[src/rtl/rtc_access_sequencer.sv]
// Burst sequencer for the RTC bus-signal generator: runs a full read or write of the
// time/date register set, one generator transaction per register, and muxes the pad bus.
module rtc_access_sequencer #(
    parameter int         NUM_REGS   = 7,
    parameter logic [7:0] ADDR_BASE  = 8'h21,
    parameter logic [7:0] CMD_ADDR   = 8'hF0,
    parameter logic [7:0] CMD_RD_VAL = 8'hF0,
    parameter logic [7:0] CMD_WR_VAL = 8'hF1,
    parameter int         TIMEOUT    = 63
) (
    input  logic                  clk,
    input  logic                  reset,
    input  logic                  start_read,
    input  logic                  start_write,
    input  logic [8*NUM_REGS-1:0] wr_data,
    input  logic                  gen_flag_done,
    input  logic                  gen_out_direccion_dato,
    input  logic                  gen_rd,
    input  logic [7:0]            bus_in,
    output logic                  gen_en_funcion,
    output logic                  gen_escribir_leer,
    output logic [7:0]            bus_out,
    output logic                  bus_oe,
    output logic [8*NUM_REGS-1:0] rd_data,
    output logic                  busy,
    output logic                  done,
    output logic                  rd_valid,
    output logic                  timeout_err
);
    localparam int TXN_W = $clog2(NUM_REGS + 1);
    localparam int WD_W  = $clog2(TIMEOUT + 1);
    localparam logic [TXN_W-1:0] LAST_TXN = TXN_W'(NUM_REGS);
    localparam logic [WD_W-1:0]  WD_MAX   = WD_W'(TIMEOUT);

    typedef enum logic [2:0] {S_IDLE, S_ISSUE, S_WAIT, S_GAP, S_DONE} state_t;

    state_t                     r_state, w_next;
    logic                       r_op_rd;
    logic [NUM_REGS-1:0][7:0]   r_snap;
    logic [NUM_REGS-1:0][7:0]   r_rd;
    logic [TXN_W-1:0]           r_txn;
    logic [WD_W-1:0]            r_wd;
    logic                       r_wel;
    logic                       r_rd_prev;
    logic                       r_tout;

    logic                       w_accept;
    logic                       w_txn_wr;
    logic [7:0]                 w_addr;
    logic [7:0]                 w_wval;
    logic [TXN_W-1:0]           w_slot;
    logic                       w_rd_edge;

    assign w_accept  = (r_state == S_IDLE) && (start_read || start_write);
    assign w_slot    = r_txn - 1'b1;
    assign w_rd_edge = (r_state == S_WAIT) && r_op_rd && (r_txn != '0) && !r_rd_prev && gen_rd;

    // Decode the current transaction: direction, address and write value.
    always_comb begin
        w_txn_wr = 1'b1;
        w_addr   = CMD_ADDR;
        w_wval   = CMD_RD_VAL;
        if (r_op_rd) begin
            if (r_txn != '0) begin
                w_txn_wr = 1'b0;
                w_addr   = ADDR_BASE + 8'(w_slot);
                w_wval   = 8'h00;
            end
        end else if (r_txn != LAST_TXN) begin
            w_addr = ADDR_BASE + 8'(r_txn);
            w_wval = r_snap[r_txn];
        end else begin
            w_wval = CMD_WR_VAL;
        end
    end

    always_comb begin
        w_next = r_state;
        case (r_state)
            S_IDLE:  if (w_accept) w_next = S_ISSUE;
            S_ISSUE: w_next = S_WAIT;
            S_WAIT: begin
                if (gen_flag_done)       w_next = (r_txn == LAST_TXN) ? S_DONE : S_GAP;
                else if (r_wd == WD_MAX) w_next = S_IDLE;
            end
            S_GAP:   w_next = S_ISSUE;
            S_DONE:  w_next = S_IDLE;
            default: w_next = S_IDLE;
        endcase
    end

    always_ff @(posedge clk) begin
        if (reset) begin
            r_state   <= S_IDLE;
            r_op_rd   <= 1'b0;
            r_snap    <= '0;
            r_rd      <= '0;
            r_txn     <= '0;
            r_wd      <= '0;
            r_wel     <= 1'b0;
            r_rd_prev <= 1'b1;
            r_tout    <= 1'b0;
        end else begin
            r_state   <= w_next;
            r_rd_prev <= gen_rd;
            // Direction is cleared on the way back to IDLE so it reads 0 for the whole idle period.
            if (w_next == S_IDLE)       r_wel <= 1'b0;
            else if (r_state == S_ISSUE) r_wel <= w_txn_wr;
            case (r_state)
                S_IDLE: begin
                    if (w_accept) begin
                        r_op_rd <= start_read;
                        r_snap  <= wr_data;
                        r_txn   <= '0;
                        r_tout  <= 1'b0;
                    end
                end
                S_ISSUE: r_wd <= '0;
                S_WAIT: begin
                    if (gen_flag_done) begin
                        if (r_txn != LAST_TXN) r_txn <= r_txn + 1'b1;
                    end else if (r_wd == WD_MAX) begin
                        r_tout <= 1'b1;
                    end else begin
                        r_wd <= r_wd + 1'b1;
                    end
                    if (w_rd_edge) r_rd[w_slot] <= bus_in;
                end
                default: ;
            endcase
        end
    end

    assign busy              = (r_state != S_IDLE);
    assign done              = (r_state == S_DONE);
    assign rd_valid          = (r_state == S_DONE) && r_op_rd;
    assign gen_en_funcion    = (r_state == S_ISSUE);
    assign gen_escribir_leer = r_wel;
    assign timeout_err       = r_tout;
    assign rd_data           = r_rd;
    assign bus_oe            = busy & (~gen_out_direccion_dato | r_wel);
    assign bus_out           = !busy ? 8'h00 : (gen_out_direccion_dato ? w_wval : w_addr);

endmodule

[config.mk]
export PLATFORM = sky130hd
export DESIGN_NAME = rtc_access_sequencer
export DESIGN_NICKNAME = d
export VERILOG_FILES = /design/src/rtl/rtc_access_sequencer.sv
export SDC_FILE = /design/constraint.sdc
export NUM_CORES = 1
export LEC_CHECK = 0
export BUFFER_PORTS_ARGS = -buffer_cell sky130_fd_sc_hd__buf_2
export CAP_MARGIN = 30
export CORE_ASPECT_RATIO = 0.5
export CORE_MARGIN = 1
export CORE_UTILIZATION = 53
export DETAILED_ROUTE_END_ITERATION = 7
export GPL_ROUTABILITY_DRIVEN = 0
export PLACE_DENSITY = 0.87
export SLEW_MARGIN = 5
export SYNTH_ARGS = -nofsm -noshare
export SYNTH_HDL_FRONTEND = slang
export SYNTH_SLANG_ARGS = --single-unit
[constraint.sdc]
create_clock -name clk -period 2.65 [get_ports clk]
set_input_delay 0.265 -clock clk [delete_from_list [all_inputs] [get_ports clk]]
set_output_delay 0.265 -clock clk [all_outputs]
set_load 0.01 [all_outputs]
# Yosys cells after proc, flatten, opt, wreduce, memory -nomap -nowiden
# Cells that the tools add are included.
# op_classes
eq_ne	13
reduce_logical	21
add_sub_neg	5
n_mux	31
order_cmp	3
bitwise_logic	3
# op_table
op	n
two-way mux 8 bit	10
bitwise mux 56 bit	1
binary-select mux 8 bit (select 3 bit)	1
demux 8 bit (select 3 bit)	1
two-way mux 3 bit	7
adder 6 x 3 -> 7 bit (first input constant)	2
two-way mux 6 bit	2
one-hot mux 3 bit (4 select lines)	1
one-hot mux 6 bit (2 select lines)	1
< comparator 3 x 4 -> 1 bit (second input constant)	2
inequality test 2 bit (second input constant)	4
AND reduction 4 bit	2
logical AND 1 bit	7
adder 6 x 1 -> 6 bit (second input constant)	1
== test 3 x 2 -> 1 bit (second input constant)	2
== test 3 bit (second input constant)	2
== test 6 bit (second input constant)	1
logical NOT 3 bit	2
one-hot mux 3 bit (2 select lines)	1
nonzero test 3 bit	2
two-way mux 1 bit	5
inequality test 2 x 1 -> 1 bit (second input constant)	2
AND reduction 2 bit	2
nonzero test 2 bit	2
13 further kinds	13
# word_totals
elab_cells	97
out_inout_bits	71
in_bits	71
reg_bits	128

# Depth between registers and ports, before layout
# logic_depth
depth_word	6
depth_mapped	9
ltp_nobuf	6

# Worst setup path after synthesis
# OpenSTA, ideal clock, no wires.
# synth_timing
path_type	reg-to-output
start	register r_txn[1]
end	output bus_out[1]
path_slack_ns	0.071
n_path_buf	3
stages_incl_launch_ff	9
t_required_ns	2.385
t_arrival_ns	2.314
cell_sequence	dfxtp_1 > buf_2 > buf_2 > inv_1 > ha_1 > clkbuf_1 > xnor2_1 > or3_1 > a221oi_1
# synth_between
elab_chain_cells	6
elab_cells_between_ends	14
cone_classes	3 x add/sub; 1 x eq/ne; 9 x mux; 1 x reduce/logical
# synth_rtl
item	line	rtl
start: declaration	41	logic [TXN_W-1:0] r_txn;
start signal: assignment	121	if (r_txn != LAST_TXN) r_txn <= r_txn + 1'b1;
subtractor 3 x 1 -> 3 bit / binary-select mux 8 bit (select 3 bit) (equally long branches)	55, 71	
adder 6 x 3 -> 7 bit / two-way mux 8 bit (equally long branches)	66, 71	
two-way mux 8 bit (on tied branches)	64, 69	
two-way mux 8 bit	63	if (r_op_rd) begin
two-way mux 8 bit * (2 in a row)	142	assign bus_out = !busy ? 8'h00 : (gen_out_direccion_dato ? w_wval : w_addr);
end: declaration	22	output logic [7:0] bus_out,
# Every way passes the cells marked *; elsewhere a longest branch is shown, timed or not. The select of a mux whose other input is x is not followed.

# Final worst setup path
# layout_timing
start	register r_txn[2]
end	output bus_out[5]
# The elaborated chain is that of the path after synthesis.

==> impl_metrics.json <==
{
  "status": "finished clean",
  "cp.required_ns": 2.38,
  "gr-total-overflow": 0,
  "grt_pass1_wl_um": 22200,
  "dp_hpwl_um": 9690,
  "rsz0062_at_grt": "false",
  "min_period_ns": 2.60,
  "crit_buf_inv": 2,
  "cp-end-kind": "output port",
  "fin_nets": 827,
  "drc": 0,
  "crit_arrival_ns": 2.34,
  "clock.fmax_ghz": 0.384,
  "dieArea_mm2": 0.0111,
  "drive_gt1_share_pct": 28.5,
  "final_cells": 904,
  "cts_buffers": 17,
  "antenna_cells": 0,
  "num_rows": 26,
  "track_usage_pct": 26.0,
  "clk_latency_ns": 0.41,
  "cts_tree": "done",
  "coreArea_mm2": 0.0103,
  "clock-sinks": 128,
  "finalCoreUtilization_pct": 69.4,
  "critPathMaxFanout": 13,
  "layout_commonest_cell": "buf_2",
  "clk_pin_slew_ns": 0.06,
  "crit_cells": 5,
  "min_delay_path_depth": 3,
  "worstSetupStartpointType": "register",
  "peakVddDrop_mv": 0.465,
  "cp_cell_sequence": "buf_4 > mux4_2 > a21oi_1 > a221oi_1 > buf_2",
  "grt_max_degree": 97,
  "syn_avg_cell_area_um2": 9.07,
  "synth_ff_type": "dfxtp_1",
  "max_stage_delay_ns": 0.66,
  "antenna_found_initial": 0,
  "synthesis.area_mm2": 0.00564,
  "die_w_um": 148,
  "ys_ff_latch": 128,
  "finalHoldViolCount": 0,
  "worstMarginPinSlew_ns": 0.780,
  "drv_cap": 0,
  "slew_headroom_pct": 48.0,
  "num_io_pins": 142,
  "io_buffers": 141,
  "power.density_mw_per_mm2": 742,
  "dp.cells": 872,
  "crit_start": "r_txn[2]$_SDFFE_PP0P_",
  "p_sw_w": 0.00134,
  "viasPerCell": 5.46,
  "leakagePower_nw": 3.32,
  "synth_seq_area_share_pct": 45.4,
  "crit_family": "flip-flops",
  "yosysWarnings": 0,
  "finalSetupViolCount": 0,
  "wire_per_inst_um": 15.9,
  "initial_core_util_pct": 54.9,
  "power_w": 0.00529,
  "postSynthCellCount": 622,
  "synthArstFlopShare_pct": 0,
  "post-route-period-util_pct": 98.3,
  "cts_root_buf": "clkbuf_16",
  "hp-class": "in2reg",
  "fp.dieH_um": 74.9,
  "grt_pass1_vias": 4528,
  "drtAntennaViolNets": 0,
  "combPwrFrac_pct": 11.4,
  "vias": 4940,
  "first_iter_violations": 382,
  "switching_share_pct": 25.4,
  "finalClockSkew_ns": 0.00620,
  "syn_to_final_growth_pct": 26.5,
  "hold_start": "wr_data[32]",
  "ctsHtreeMaxLevel": 4,
  "worst_r2r_startpoint": "r_txn[2]$_SDFFE_PP0P_",
  "synth_fp_nets": 698,
  "synth-edff-count": 0,
  "routed_wirelength_um": 14400,
  "p_seq_share_pct": 39.6,
  "yosysUniqueCellTypes": 55,
  "mostFrequentLayoutCells": "buf_2 (140), nand2_1 (133), dfxtp_1 (126)",
  "drv_slew": 0,
  "clk_path_buf_depth": 2,
  "p_clk_share_pct": 49.0,
  "tns_ns": 0,
  "p_int_w": 0.00395,
  "r2r_cells": 4,
  "drt_first_pass_iters": 5,
  "critical_path.slowest_cell": "dfxtp_1",
  "postCtsSetupBuffers": 0,
  "path_class": "reg2out"
}
-- worst register-to-register path, cell delays in order (launching register included) --
cell	delay, ns
dfxtp_1	0.66
nor2b_1	0.21
nor4b_4	0.44
and4_1	0.60
mux2i_1	0.26
-- through the flow --
stage / setup WS (ns) / area, um^2 / hold WS [ns]
3_5_place_dp: 0.407 / 6450 / 0.445
4_1_cts: 0.0104 / 7110 / 0.0808
6_report: 0.0463 / 7130 / 0.0859
5_1_grt: 0.0197 / 7130 / 0.0881
2_1_floorplan: 0.0710 / 5640 / 0.372
3_3_place_gp: 0.444 / 6450 / 0.439
-- Yosys cell counts (6+ instances only) --
library cell / number / area share [%]
nor2_1: 16 / 1.1
nand2b_1: 67 / 7.4
clkbuf_1: 29 / 1.9
a21oi_1: 67 / 5.9
nand3_1: 6 / 0.53
dfxtp_1: 128 / 45
buf_2: 6 / 0.53
inv_1: 7 / 0.47
mux4_2: 8 / 3.2
mux2i_1: 71 / 13
nand2_1: 133 / 8.9
-- layer usage --
| layer | global-route usage [%] | up-vias | part of all wire, % |
|---|---|---|---|
| met5 | 0 | - | 0 |
| met2 | 45.2 | 183 | 49 |
| met3 | 5.39 | 27 | 5.5 |
| met4 | 10.9 | 0 | 1.8 |
| met1 | 32.4 | 2346 | 44 |
| li1 | - | 2384 | - |
-- cell type report --
class	count	area [um^2]
flip-flops and latches	128	2560
fillers	792	3150
repair buffers	151	796
well taps	140	175
clock buffers	17	425
multi-input cells	445	2910
clock inverters	15	231
inverters	8	32.5
-- flip-flops by register name, summed over array words and instances (netlist names) --
signal             count
r_wd                   6
gen_escribir_leer      1
r_txn                  3
timeout_err            1
r_state                3
rd_data               56
r_rd_prev              1
r_op_rd                1
r_snap                56
-- cells by family after synthesis --
logic type               after synthesis  share of synthesized area [%]
AO/OA/AOI/OAI                         99                           10.2
XOR/XNOR                               3                          0.466
adder cells (fa/ha/maj)                5                           1.11
buffers and inverters                 49                           3.68
flip-flops                           128                           45.4
multiplexers                          80                           16.0
AND/OR/NAND/NOR                      258                           23.1
-- power groups by stage --
stage / Clock [W] / Sequential [W] / Combinational [W]
after floorplan: 0 / 0.00210 / 0.000420
after global placement: 0 / 0.00213 / 0.000577
after detailed placement: 0 / 0.00213 / 0.000589
after CTS: 0.00261 / 0.00209 / 0.000595
after global routing: 0.00271 / 0.00211 / 0.000662
final: 0.00259 / 0.00210 / 0.000601
-- path summary, 6_finish.rpt --
path / slack (ns) / end
worst max-delay path: 0.05 / bus_out[5]
worst min-delay path: 0.09 / r_snap[32]$_SDFFE_PP0P_
worst max register to register: 0.41 / rd_data[5]$_SDFFE_PP0P_
worst min register to register: 0.45 / r_snap[26]$_SDFFE_PP0P_
-- repair_timing --
| action | in CTS | in global routing |
|---|---|---|
| hold buffers | 0 | 0 |
| endpoints found under the setup margin | 1 | 2 |
| gates cloned | 0 | 0 |
| gates resized for setup | 2 | 6 |
(Power assumes the default switching activity.)
